--- src/rtl/clk_div_pkg.sv ---
// rtl/clk_div_pkg.sv - shared types and helpers for the clock-enable generator
// Contents:
//   lock_state_t : global lock-emulation FSM states
//   clog2        : bits needed to represent values 0..value-1 (minimum 1)
package clk_div_pkg;

  typedef enum logic [1:0] {
    ST_RESET   = 2'd0,
    ST_LOCKING = 2'd1,
    ST_LOCKED  = 2'd2
  } lock_state_t;

  function automatic int clog2(input int value);
    int w;
    w = 0;
    for (int i = 0; i < 31; i++) begin
      if ((32'sd1 << i) < value) begin
        w = i + 1;
      end
    end
    return (w == 0) ? 1 : w;
  endfunction

endpackage

--- src/rtl/clk_div_chan.sv ---
// rtl/clk_div_chan.sv - one divider channel: counter, pending ratio, registered strobes
// Ports:
//   clk, rst        : system clock, synchronous active-low reset
//   i_div_val       : requested ratio (captured on i_div_load)
//   i_div_load      : one-cycle strobe, queues i_div_val until the next wrap
//   i_sync          : one-cycle strobe, forces phase 0 and applies any queued ratio
//   o_clk_en        : one-cycle enable, high once per divided period
//   o_clk_div       : registered divided square wave (data use only)
//   o_pend          : a queued ratio has not yet been applied
module clk_div_chan
  import clk_div_pkg::*;
#(
  parameter int CNT_W       = 8,
  parameter int DEFAULT_DIV = 4
) (
  input  logic             clk,
  input  logic             rst,
  input  logic [CNT_W-1:0] i_div_val,
  input  logic             i_div_load,
  input  logic             i_sync,
  output logic             o_clk_en,
  output logic             o_clk_div,
  output logic             o_pend
);

  localparam logic [CNT_W-1:0] DIV_RST = CNT_W'(DEFAULT_DIV);
  localparam logic [CNT_W-1:0] ONE     = CNT_W'(1);

  logic [CNT_W-1:0] r_cnt;
  logic [CNT_W-1:0] r_div_cur;
  logic [CNT_W-1:0] r_div_pend;
  logic             r_pend;
  logic             r_clk_en;
  logic             r_clk_div;

  logic [CNT_W-1:0] w_cnt_nxt;
  logic [CNT_W-1:0] w_div_nxt;
  logic [CNT_W-1:0] w_div_pend_nxt;
  logic             w_pend_nxt;
  logic             w_bypass;
  logic             w_wrap;
  logic             w_bypass_nxt;
  logic             w_en_nxt;
  logic             w_sq_nxt;

  always_comb begin
    w_cnt_nxt      = r_cnt + ONE;
    w_div_nxt      = r_div_cur;
    w_div_pend_nxt = r_div_pend;
    w_pend_nxt     = r_pend;

    // Ratios 0 and 1 both mean "every cycle": the counter parks at 0 and
    // every edge counts as a wrap, so a queued ratio lands on the next edge.
    w_bypass = (r_div_cur <= ONE);
    w_wrap   = w_bypass || (r_cnt == (r_div_cur - ONE));

    if (i_sync) begin
      w_cnt_nxt  = '0;
      w_pend_nxt = 1'b0;
      if (i_div_load) begin
        w_div_nxt = i_div_val;
      end else if (r_pend) begin
        w_div_nxt = r_div_pend;
      end
    end else begin
      if (w_wrap) begin
        w_cnt_nxt = '0;
        // Ratio changes only at the wrap so the current period completes
        // cleanly and no runt pulse appears.
        if (r_pend) begin
          w_div_nxt  = r_div_pend;
          w_pend_nxt = 1'b0;
        end
      end
      // A load on the wrap edge itself is queued for the following wrap;
      // a later load simply overwrites the queued value.
      if (i_div_load) begin
        w_div_pend_nxt = i_div_val;
        w_pend_nxt     = 1'b1;
      end
    end

    // Outputs are derived from the next counter/ratio so they register in
    // step with the counter they describe.
    w_bypass_nxt = (w_div_nxt <= ONE);
    w_en_nxt     = w_bypass_nxt || (w_cnt_nxt == (w_div_nxt - ONE));
    w_sq_nxt     = !w_bypass_nxt && (w_cnt_nxt < (w_div_nxt >> 1));
  end

  always_ff @(posedge clk) begin
    if (!rst) begin
      r_cnt      <= '0;
      r_div_cur  <= DIV_RST;
      r_div_pend <= DIV_RST;
      r_pend     <= 1'b0;
      r_clk_en   <= 1'b0;
      r_clk_div  <= 1'b0;
    end else begin
      r_cnt      <= w_cnt_nxt;
      r_div_cur  <= w_div_nxt;
      r_div_pend <= w_div_pend_nxt;
      r_pend     <= w_pend_nxt;
      r_clk_en   <= w_en_nxt;
      r_clk_div  <= w_sq_nxt;
    end
  end

  assign o_clk_en  = r_clk_en;
  assign o_clk_div = r_clk_div;
  assign o_pend    = r_pend;

endmodule

--- src/rtl/clk_div_gen.sv ---
// rtl/clk_div_gen.sv - multi-channel programmable clock-enable generator with lock emulation
// Ports:
//   clk      : system clock, all logic on the rising edge
//   rst      : synchronous active-low reset
//   div_val  : per-channel ratio, channel i at [i*CNT_W +: CNT_W]
//   div_load : per-channel load strobe for div_val
//   sync     : realigns every channel to phase 0
//   clk_en   : per-channel single-cycle enable strobe
//   clk_div  : per-channel registered divided square wave
//   ready    : lock interval elapsed and no channel has a queued ratio
module clk_div_gen
  import clk_div_pkg::*;
#(
  parameter int NUM_CH      = 2,
  parameter int CNT_W       = 8,
  parameter int LOCK_CYCLES = 16,
  parameter int DEFAULT_DIV = 4
) (
  input  logic                    clk,
  input  logic                    rst,
  input  logic [NUM_CH*CNT_W-1:0] div_val,
  input  logic [NUM_CH-1:0]       div_load,
  input  logic                    sync,
  output logic [NUM_CH-1:0]       clk_en,
  output logic [NUM_CH-1:0]       clk_div,
  output logic                    ready
);

  localparam int               LCK_W    = clog2(LOCK_CYCLES + 1);
  localparam logic [LCK_W-1:0] LOCK_TGT = LCK_W'(LOCK_CYCLES);

  lock_state_t      r_state;
  lock_state_t      w_state_nxt;
  logic [LCK_W-1:0] r_lock_cnt;
  logic [LCK_W-1:0] w_lock_cnt_nxt;
  logic             w_locked;
  logic [NUM_CH-1:0] w_pend;

  for (genvar g = 0; g < NUM_CH; g++) begin : g_chan
    clk_div_chan #(
      .CNT_W       (CNT_W),
      .DEFAULT_DIV (DEFAULT_DIV)
    ) u_chan (
      .clk        (clk),
      .rst        (rst),
      .i_div_val  (div_val[g*CNT_W +: CNT_W]),
      .i_div_load (div_load[g]),
      .i_sync     (sync),
      .o_clk_en   (clk_en[g]),
      .o_clk_div  (clk_div[g]),
      .o_pend     (w_pend[g])
    );
  end

  always_ff @(posedge clk) begin
    if (!rst) begin
      r_state    <= ST_RESET;
      r_lock_cnt <= '0;
    end else begin
      r_state    <= w_state_nxt;
      r_lock_cnt <= w_lock_cnt_nxt;
    end
  end

  // r_lock_cnt holds the number of edges seen since reset release, so the
  // FSM is LOCKED right after edge LOCK_CYCLES.
  always_comb begin
    w_state_nxt    = r_state;
    w_lock_cnt_nxt = r_lock_cnt;
    w_locked       = 1'b0;
    case (r_state)
      ST_RESET: begin
        w_lock_cnt_nxt = LCK_W'(1);
        w_state_nxt    = (w_lock_cnt_nxt == LOCK_TGT) ? ST_LOCKED : ST_LOCKING;
      end
      ST_LOCKING: begin
        w_lock_cnt_nxt = r_lock_cnt + LCK_W'(1);
        if (w_lock_cnt_nxt == LOCK_TGT) begin
          w_state_nxt = ST_LOCKED;
        end
      end
      ST_LOCKED: begin
        w_locked = 1'b1;
      end
      default: begin
        w_state_nxt = ST_RESET;
      end
    endcase
  end

  assign ready = w_locked & ~(|w_pend);

endmodule
--- config.mk ---
export PLATFORM = sky130hd
export DESIGN_NAME = clk_div_gen
export DESIGN_NICKNAME = d
export VERILOG_FILES = /design/src/rtl/clk_div_pkg.sv /design/src/rtl/clk_div_chan.sv /design/src/rtl/clk_div_gen.sv
export SDC_FILE = /design/constraint.sdc
export NUM_CORES = 1
export LEC_CHECK = 0
export ABC_AREA = 0
export BUFFER_PORTS_ARGS = -buffer_cell sky130_fd_sc_hd__buf_2
export CAP_MARGIN = 20
export CORE_UTILIZATION = 60
export CTS_CLUSTER_SIZE = 12
export DETAILED_ROUTE_END_ITERATION = 16
export PLACE_DENSITY_LB_ADDON = 0.08
export SLEW_MARGIN = 25
export SYNTH_ARGS = -nofsm -noshare
export SYNTH_HDL_FRONTEND = slang
export SYNTH_SLANG_ARGS = --single-unit
--- constraint.sdc ---
create_clock -name clk -period 6.3 [get_ports clk]
set_input_delay 1.26 -clock clk [delete_from_list [all_inputs] [get_ports clk]]
set_output_delay 1.26 -clock clk [all_outputs]
set_load 0.05 [all_outputs]
==> results by group <==
Route
  – DRC: 0
  – Routed wire length per instance: 16.9 microns
  – Number of routed nets with antenna violations: 0
  – DRT Wirelength: between 10 and 15 mm
  – Initial DRC count: ~430
  – TritonRoute pass-1 iters: 5
  – DR vias: 4269
  – Vias/cell: about 6.2

Synth
  – Area of the mapped netlist: 0.00465 sq mm
  – Syn Area/Cell: 7.94 sq um
  – Mapped Cells: around 600
  – Synthesized net count: 630
  – Area contributors post-synth: dfxtp_1 26%, ha_1 6.2%, nand2_1 5.6%
  – Top-area cell type share of the netlist area: 0.262
  – Top FF cell, synth: dfxtp_1
  – Yosys top cell by area: dfxtp_1
  – EDFF count, synth: 0
  – Asr flop ratio synth: 0
  – Seq/Total Area, Yosys: 0.262
  – Distinct cells, synth: between 70 and 80
  – Synth warn: 0
  – Register bit total from synthesis: 61

Setup path
  – WS Path Type: reg2reg
  – Critical Path Start Type: flop
  – Endpoint class of the critical path: flop
  – WP data arrival: 4.98 ns
  – Worst-path maximum fanout: 7
  – Cell mode on critical path: ha_1
  – Slowest Stage Delay on Critical Path: between 0.8 and 0.9 ns
  – Crit Reg-Reg Startpoint: g_chan[0].u_chan.r_div_cur[0]$_SDFF_PN0_
  – Critical path startpoint: g_chan[0].u_chan.r_div_cur[0]$_SDFF_PN0_
  – Crit-path cells: inv_1, ha_1, nor3b_1, xor2_1, mux2i_1, o31ai_1, nor2_2, o311ai_1, ha_1, nand3_1, xnor2_1, a2111oi_4, nand2_1, o211ai_2
  – Worst path bufs/invs: 1
  – Worst Path Required: 6.58 ns
  – Critical path's slowest cell: o31ai_1
  – Delay-heaviest family, CP: compound AO/OA/AOI/OAI gates

Hold path
  – HP Class: reg2reg
  – Hold Crit Start: g_chan[1].u_chan.r_div_pend[1]$_SDFFE_PN0P_

Placement
  – Placed cells: 676
  – Placer Congestion: 0.907
  – PortBufs: 25
  – HPWL after DPL: 8.51 mm

Timing
  – Post-layout min period: 4.71 ns
  – Max Fclk: 0.213 GHz
  – TNS Setup: 0 ns
  – Hold Violations, Final: 0
  – Worst clock skew: 0.00746 ns
  – RSZ-0062 raised after global routing: no
  – Final setup violation count: 0
  – Relative slew slack: 0.321
  – Crit share post-route: 0.747
  – Worst-Margin Slew: a little over 1 ns
  – Slew Limit Fails: 0

Clock network
  – # clock sinks: 61
  – CTS Buf Count: 9
  – Post-CTS Resized: 0
  – CTS Hold Bufs: 0
  – CTS Buffer Depth: 2
  – CTS tree: done
  – Max H-tree Level: 3
  – Setup Buffers After CTS: 0
  – CTS Root Cell: clkbuf_8
  – Clock Pin Slew Worst Setup and Hold Paths: ~0.070 ns
  – Clk_lat worst skew: 0.34 ns

Finish
  – Share of layout cells above drive strength 1: 0.133
  – Final net count: 632
  – Final cell count without fillers: 692
  – Most frequent cells in the layout: 70 x nand2_1, 61 x dfxtp_1, 59 x nor2_1, 41 x a21oi_1, 25 x buf_2
  – Most common cell after layout, fill and taps aside: nand2_1
  – ANT cells: 0
  – Layout Area Growth over Synthesis: 6.02%

Floorplan
  – Die ar.: 0.00811 sq mm
  – Core Region: 0.00737 sq mm
  – Die Ht: approximately 90 microns
  – Die Span X: 90.1 microns
  – I/O pins: 26
  – # rows: 31
  – Starting Density: 0.632

GRT
  – First-pass GRT wire length: 19.5 mm
  – GRT Util Overall: 0.297
  – Vias in the first global route: around 4k
  – Antenna violations before repair: 0
  – Largest net degree at the start of global routing: 44
  – GRT overflow: 0

Power
  – VDD IR max: 0.000157 V
  – Leak: 1.98 nW
  – Pwr dens: 220 mW/mm^2

Job
  – Maxcap violations: 0

Run status
  – Outcome: finished clean
## synth_stat cells, drive strengths merged, types with 4 or more instances
cell	number
mux2	9
nand2b	9
nand4b	4
o21ai	16
clkbuf	28
a21o	4
mux2i	11
o31ai	8
dfxtp	61
a31oi	5
a21oi	42
or4	7
nand2	72
nor2b	5
nand3b	4
inv	21
buf	7
a211oi	7
nor4	7
and2	7
o21a	5
ha	23
nand3	24
xor2	20
and3	7
or3	4
o211ai	8
nor2	60
nor3	25
a21boi	8
xnor2	21
nor3b	4
## state kept, by name, indices dropped and copies added, names as in the netlist
register,cells
g_chan.u_chan.o_pend,2
r_lock_cnt,5
g_chan.u_chan.o_clk_div,2
g_chan.u_chan.o_clk_en,2
g_chan.u_chan.r_cnt,16
g_chan.u_chan.r_div_pend,16
g_chan.u_chan.r_div_cur,16
r_state,2
## worst register-to-register path: stages (launching register included)
cell,delay [ns]
dfxtp_1,0.36
inv_1,0.11
ha_1,0.24
nor3b_1,0.24
xor2_1,0.29
mux2i_1,0.15
o31ai_1,0.86
nor2_2,0.20
o311ai_1,0.84
ha_1,0.41
nand3_1,0.12
xnor2_1,0.20
a2111oi_4,0.35
nand2_1,0.11
o211ai_2,0.15
## cell families after synthesis
kind of cell / synth area share
compound gates: 0.217
fa+ha+maj: 0.0618
flops: 0.262
simple gates: 0.266
buf+inv: 0.0651
mux: 0.0454
xor+xnor: 0.0820
## path summary, 6_finish.rpt
check,end,slack [ns],cells after the start
worst max-delay path,g_chan[0].u_chan.o_clk_en$_SDFF_PN0_,1.59,14
worst min-delay path,g_chan[1].u_chan.r_div_pend[1]$_SDFFE_PN0P_,0.46,2
worst max register to register,g_chan[0].u_chan.o_clk_en$_SDFF_PN0_,1.59,14
worst min register to register,g_chan[1].u_chan.r_div_pend[1]$_SDFFE_PN0P_,0.46,2
## power breakdown
group	total (W)	switching (W)	internal (W)
registers	0.000431	0.0000276	0.000403
logic	0.000261	0.000158	0.000103
clock network	0.000395	0.000162	0.000233
total	0.00109	0.000348	0.000738
## per-layer routing
metal  share of wire  vias up  wire length, microns  global-route usage
met5               0        -                     0                   0
met4           0.011        0                   125              0.0820
met3           0.064       13                   754              0.0533
met2            0.42      133                  4950               0.436
met1            0.50     2030                  5880               0.442
li1                -     2093                     -                   -
## final cells by class
type                    count  area [sq um]
repair buffers             27           140
inverters                  24          90.1
flip-flops and latches     61          1220
clock buffers              10           138
multi-input cells         465          3140
clock inverters             6          86.3
well taps                  99           124
fillers                   630          2430
## stage by stage
step	hold WS (ns)	utilization	power, W	instance area, sq um	setup WS, ns
finish	0.458	0.670	0.00109	4930	1.59
detailed placement	0.447	0.639	0.000693	4710	1.67
floorplan	0.432	-	0.000643	4650	2.48
CTS	0.464	0.669	0.00109	4930	1.76
global route	0.482	0.670	0.00114	4930	1.41
global placement	0.438	0.639	0.000686	4710	1.89
(Power assumes the default switching activity.)
